===== src/rtl/syn_tle.sv =====
`default_nettype none
// syn_tle: pipelined signed matrix multiply-accumulate D = A*B + C, with an optional
// dual-lane half-precision mode. Rev 1.0
module syn_tle #(
  parameter int M            = 2,
  parameter int N            = 2,
  parameter int K            = 2,
  parameter int P            = 8,
  parameter int PIPESTAGES   = 2,
  parameter int TREE         = 0,
  parameter int CONFIGURABLE = 0
) (
  input  logic                  clk_i,
  input  logic                  rst_ni,
  input  logic signed [P-1:0]   A_i [M][K],
  input  logic signed [P-1:0]   B_i [K][N],
  input  logic signed [4*P-1:0] C_i [M][N],
  input  logic                  valid_i,
  output logic                  ready_o,
  output logic signed [4*P-1:0] D_o [M][N],
  output logic                  valid_o,
  input  logic                  ready_i,
  input  logic                  halvedPrecision
);
  localparam int W = 4 * P;
  localparam int L = 2 * P;
  localparam int H = P / 2;

  // In half mode the two 2P-bit lanes add independently so no carry crosses.
  function automatic logic [W-1:0] lane_add(input logic [W-1:0] a, input logic [W-1:0] b,
                                            input logic half);
    logic [W-1:0] s;
    if (half) begin
      s[L-1:0] = a[L-1:0] + b[L-1:0];
      s[W-1:L] = a[W-1:L] + b[W-1:L];
    end else begin
      s = a + b;
    end
    return s;
  endfunction

  function automatic logic [W-1:0] mul(input logic [P-1:0] a, input logic [P-1:0] b,
                                       input logic half);
    logic [W-1:0] ea, eb;
    logic [L-1:0] al, bl, ah, bh, pl, ph;
    ea = {{(W-P){a[P-1]}}, a};
    eb = {{(W-P){b[P-1]}}, b};
    al = {{(L-H){a[H-1]}}, a[H-1:0]};
    bl = {{(L-H){b[H-1]}}, b[H-1:0]};
    ah = {{(L-H){a[P-1]}}, a[P-1:H]};
    bh = {{(L-H){b[P-1]}}, b[P-1:H]};
    pl = al * bl;
    ph = ah * bh;
    return half ? {ph, pl} : ea * eb;
  endfunction

  logic         half_mode;
  logic [W-1:0] sum_d [M][N];

  assign half_mode = (CONFIGURABLE != 0) && halvedPrecision;

  generate
    if (TREE != 0) begin : g_tree
      always_comb begin
        logic [W-1:0] t [K];
        int           span;
        for (int m = 0; m < M; m++) begin
          for (int n = 0; n < N; n++) begin
            for (int k = 0; k < K; k++) t[k] = mul(A_i[m][k], B_i[k][n], half_mode);
            span = K;
            // Pairwise in-place reduction; an odd leftover passes through to the next level.
            for (int lvl = 0; lvl < $clog2(K); lvl++) begin
              for (int i = 0; i < (K + 1) / 2; i++) begin
                if (2 * i + 1 < span)  t[i] = lane_add(t[2*i], t[2*i+1], half_mode);
                else if (2 * i < span) t[i] = t[2*i];
              end
              span = (span + 1) / 2;
            end
            sum_d[m][n] = lane_add(t[0], C_i[m][n], half_mode);
          end
        end
      end
    end else begin : g_chain
      always_comb begin
        logic [W-1:0] acc;
        for (int m = 0; m < M; m++) begin
          for (int n = 0; n < N; n++) begin
            acc = C_i[m][n];
            for (int k = 0; k < K; k++)
              acc = lane_add(acc, mul(A_i[m][k], B_i[k][n], half_mode), half_mode);
            sum_d[m][n] = acc;
          end
        end
      end
    end
  endgenerate

  logic [W-1:0] stage_d [PIPESTAGES][M][N];
  logic         stage_v [PIPESTAGES];
  logic         en;

  assign en      = !valid_o || ready_i;
  assign ready_o = en;
  assign valid_o = stage_v[PIPESTAGES-1];

  always_ff @(posedge clk_i or negedge rst_ni) begin
    if (!rst_ni) begin
      for (int s = 0; s < PIPESTAGES; s++) begin
        stage_v[s] <= 1'b0;
        for (int m = 0; m < M; m++)
          for (int n = 0; n < N; n++) stage_d[s][m][n] <= '0;
      end
    end else if (en) begin
      stage_v[0] <= valid_i;
      for (int m = 0; m < M; m++)
        for (int n = 0; n < N; n++) stage_d[0][m][n] <= sum_d[m][n];
      for (int s = 1; s < PIPESTAGES; s++) begin
        stage_v[s] <= stage_v[s-1];
        for (int m = 0; m < M; m++)
          for (int n = 0; n < N; n++) stage_d[s][m][n] <= stage_d[s-1][m][n];
      end
    end
  end

  always_comb begin
    for (int m = 0; m < M; m++)
      for (int n = 0; n < N; n++) D_o[m][n] = stage_d[PIPESTAGES-1][m][n];
  end

endmodule
`default_nettype wire


===== config.mk =====
export PLATFORM = sky130hd
export DESIGN_NAME = syn_tle
export DESIGN_NICKNAME = d
export VERILOG_FILES = /design/src/rtl/syn_tle.sv
export SDC_FILE = /design/constraint.sdc
export NUM_CORES = 2
export LEC_CHECK = 0
export BUFFER_PORTS_ARGS = -buffer_cell sky130_fd_sc_hd__buf_2
export CAP_MARGIN = 20
export CORE_UTILIZATION = 45
export DETAILED_ROUTE_END_ITERATION = 10
export GPL_TIMING_DRIVEN = 0
export HOLD_SLACK_MARGIN = 0.12
export PLACE_DENSITY = 0.66
export SLEW_MARGIN = 20
export SYNTH_ARGS = -nofsm -noshare
export SYNTH_HDL_FRONTEND = slang
export SYNTH_SLANG_ARGS = --single-unit

===== constraint.sdc =====
create_clock -name clk_i -period 2.25 [get_ports clk_i]
set_clock_uncertainty 0.1 [all_clocks]
set_input_delay 0.3375 -clock clk_i [delete_from_list [all_inputs] [get_ports clk_i]]
set_output_delay 0.3375 -clock clk_i [all_outputs]
set_load 0.02 [all_outputs]

Yosys cells after proc, flatten, opt, wreduce, memory -nomap -nowiden
Cells that the tools add are included.
{"block": "classes", "shift": 0, "n_addsub": 8, "n_div": 0, "n_bitwise": 0, "reduce_logical": 2, "n_mul": 8, "mux": 0, "n_lt_le_gt_ge": 0, "eq_ne": 0}
{"operator": "$add 32x32->32", "count": 8}
{"operator": "$mul 8x8->16", "count": 8}
{"operator": "$logic_not 1->1", "count": 1}
{"operator": "$logic_or 1x1->1", "count": 1}
{"block": "word_totals", "out_inout_bits": 130, "memories": 0, "romBits": 0, "latchBits": 0, "reg_bits": 258, "ram_bits": 0}

Depth between registers and ports, before layout
{"block": "logic_depth", "ltp_word": 3, "depth_mapped": 34, "ltp_nobuf": 33}

Least setup slack after synthesis
Ideal clock, no wire load.
{"block": "synth_path", "kind": "input port to flip-flop", "start": "in B_i[23] (netlist name)", "end": "reg stage_d[159] (netlist name)", "arrival_time_ns": 8.195, "path_stages": 30, "slack_ns": -6.138, "setup_ns": 0.093, "required_time_ns": 2.057, "path_cell_list": "inv_1 -> clkbuf_1 -> fa_1 -> fa_1 -> inv_1 -> fa_1 -> inv_1 -> fa_1 -> inv_1 -> ha_1 -> o21ai_1 -> o21ai_1 -> a31oi_1 -> o21bai_1 -> nand2_1 -> a211o_1 -> xnor2_1 -> fa_1 -> inv_1 -> ha_1 -> a21oi_1 -> o21ai_0 -> nor3_1 -> a211o_1 -> a21oi_1 -> nor2_1 -> o21ai_2 -> xnor3_1 -> and2_1 -> o31ai_2"}
{"block": "synth_via", "elab_chain_len": 3}
{"item": "start: declaration", "line": "16", "rtl": "input logic signed [P-1:0] B_i [K][N],"}
{"item": "$mul 8x8->16", "line": "54", "rtl": "return half ? {ph, pl} : ea * eb;"}
{"item": "$add 32x32->32 (2 in series)", "line": "37", "rtl": "s = a + b;"}
Every way passes these cells.
A chain may end at the register's enable or synchronous reset.

Worst setup path in the final report
{"block": "layout_path", "start": "in B_i[23] (netlist name)", "end": "reg stage_d[219] (netlist name)"}
{"block": "layout_via", "elab_chain_len": 3}
{"item": "$mul 8x8->16", "line": "54"}
{"item": "$add 32x32->32 (2 in series)", "line": "37"}
Every way passes these cells.

==> flow_summary.json <==
{
  "status": "finished, violations left",
  "violations": "setup timing",
  "grt_overflow": 0,
  "numCtsBuffers": 31,
  "post-route-drc-count": 0,
  "clkTransAtPathRegs_ns": 0.06,
  "setup_viol": 186,
  "viasPerCell": 5.05,
  "critPathKind": "in2reg",
  "dieHeight_um": 297,
  "async_flop_share": 1.00,
  "synth_cells": 4500,
  "r2r-start": "valid_o$_DFFE_PN0P_",
  "rr_endpoint": "D_o[64]$_DFFE_PN0P_",
  "grt_antenna_before_repair": 5,
  "grt_use_total": 0.262,
  "instances_no_fill": 6293,
  "required_ns": 2.59,
  "critical_path.slowest_cell": "fa_1",
  "layout_min_cycle_time_ns": 6.76,
  "cpPeakStageDelay_ns": 0.55,
  "ys_warn_count": 0,
  "ys.flop_type": "dfrtp_1",
  "ys_top_cells_by_count": "inv_1 (898), nand2_1 (663), fa_1 (568)",
  "slew_headroom": 0.200,
  "holdPathStages": 4,
  "synth-edff-count": 0,
  "start_util": 0.457,
  "synth-seq-cells": 258,
  "end_kind": "flop",
  "drt_iter0_markers": 1740,
  "yosys.cell_types.count": 76,
  "hp-start": "C_i[0]",
  "reg2reg_depth": 7,
  "r2r_slack_ns": -0.30,
  "synth_area_mm2": 0.0391,
  "io_buffers": 325,
  "cts_tree": "yes",
  "design.core.area_mm2": 0.0857,
  "hpwl_um": 92900,
  "yosysSeqAreaShare": 0.165,
  "fmax_mhz": 148,
  "synth_top_area_frac": 0.291,
  "grt_pass1_wl_um": 179000,
  "ios": 327,
  "drive_gt1_frac": 0.315,
  "dr.pass1.iters": 5,
  "routed_wl_um": 118000,
  "place_inst": 5972,
  "postSynthAreaPerCell_um2": 8.69,
  "synthMostInstantiatedCell": "inv_1",
  "wl_per_cell_um": 18.8,
  "hold_class": "in2reg",
  "insertion_delay_ns": 0.58,
  "final.setup.worst_slack_ns": -4.51,
  "die_w_um": 297,
  "hold_end": "stage_d[128]$_DFFE_PN0P_",
  "cts_max_level": 1,
  "arrival_ns": 7.10,
  "yosys.area.top_type": "fa_1",
  "vias": 31763,
  "worst-path-max-fanout": 7,
  "ant_nets": 0,
  "grt_max_degree": 91,
  "rows": 107,
  "rsz0062_at_grt": "true",
  "hold_viol": 0,
  "synthTopCellsByArea": "fa_1 (29%), dfrtp_1 (17%), ha_1 (11%), inv_1 (8.6%), nand2_1 (6.4%)",
  "worst_pin_slew_ns": 1.20,
  "cp_common_cell": "fa_1",
  "maxSlewViolCount": 0,
  "final_nets": 6240,
  "gp_congestion": 0.909,
  "startpoint_type": "input port",
  "syn_nets": 5617,
  "syn_to_final_growth_pct": 33.8,
  "clock_path_buffers": 3,
  "grt_pass1_vias": 32352,
  "fin_crit_sh": 3.01,
  "cts_root_buffer": "clkbuf_16",
  "drv_cap": 0,
  "clock-sinks": 258,
  "dieArea_mm2": 0.0881
}
## through the flow
step / setup slack (ns) / hold slack (ns) / TNS, ns / utilization / cell area, um^2
after global placement: -6.58 / 0.344 / -1742.30 / 0.526 / 45100
after global routing: -4.73 / 0.175 / -433.63 / 0.611 / 52400
after detailed placement: -5.99 / 0.285 / -655.29 / 0.527 / 45200
final: -4.51 / 0.152 / -402.87 / 0.611 / 52400
after CTS: -4.40 / 0.133 / -402.40 / 0.576 / 49400
after floorplan: -4.72 / -0.0581 / -404.27 / - / 42000
## state kept, by name, indices dropped and copies added, names as in the netlist
register	flops
valid_o	1
D_o	128
stage_v	1
stage_d	128
## layout make-up
class,instances,area [um^2]
Fill cell,7198,33300
Multi-Input combinational cell,3091,32800
Sequential cell,258,6460
Timing Repair Buffer,593,4730
Inverter,898,3390
Buffer,250,2440
Tap cell,1144,1430
Clock buffer,40,850
Clock inverter,18,224
Antenna cell,1,2.50
## repair_timing
item,in CTS,in global routing
buffers inserted,131,123
endpoints found under the setup margin,259,256
cloned,11,5
resized for setup,386,429
pin swaps,167,274
hold buffers,2,0
hold endpoints to repair,83,0
## layout by cell type (no fill, tap or decap), drive strengths merged, types with 30 or more instances in the layout
master	synthesis	routed
o21bai	30	30
o21ai	138	138
nand2b	41	41
a21o	64	64
xnor2	140	140
fa	568	568
buf	141	739
nor3	41	41
inv	898	898
clkbuf	112	142
nor2	193	193
xor2	89	89
ha	352	352
nand2	663	663
and2	307	307
a21oi	205	205
nor2b	36	36
o21a	32	32
dfrtp	258	258
## worst max-delay path by stage
| stage | from | end | slack [ns] | cells past startpoint |
|---|---|---|---|---|
| 4_1_cts | A_i[12] | stage_d[159]$_DFFE_PN0P_ | -4.40 | 33 |
| 5_1_grt | A_i[29] | stage_d[223]$_DFFE_PN0P_ | -4.73 | 32 |
| 6_report | B_i[23] | stage_d[219]$_DFFE_PN0P_ | -4.51 | 34 |
| 3_3_place_gp | B_i[7] | stage_d[223]$_DFFE_PN0P_ | -6.58 | 28 |
| 2_1_floorplan | B_i[20] | stage_d[223]$_DFFE_PN0P_ | -4.72 | 29 |
| 3_5_place_dp | B_i[23] | stage_d[159]$_DFFE_PN0P_ | -5.99 | 31 |
## worst max-delay path, delay by kind of cell
family | cells | cell delay, ns
AND/OR/NAND/NOR | 5 | 0.71
XOR/XNOR | 2 | 0.34
AO/OA/AOI/OAI | 10 | 1.78
buffers and inverters | 10 | 1.04
adder cells (fa/ha/maj) | 7 | 2.85
## cells by family after synthesis
kind of cell    after synthesis  synth area share
simple gates               1356             0.161
xor+xnor                    232            0.0539
compound gates              580            0.0935
fa+ha+maj                   920             0.403
flops                       258             0.165
buf+inv                    1151             0.123
mux                           3          0.000863
## metal layers
metal	GRT usage	wire length [um]
met1	0.349	50000
met5	0	10
met2	0.427	55600
met4	0.104	5530
met3	0.0418	7400
Power is left out: the tool's default activity adds up to more than one toggle a clock period on the data nets, which glitch-free logic cannot reach.
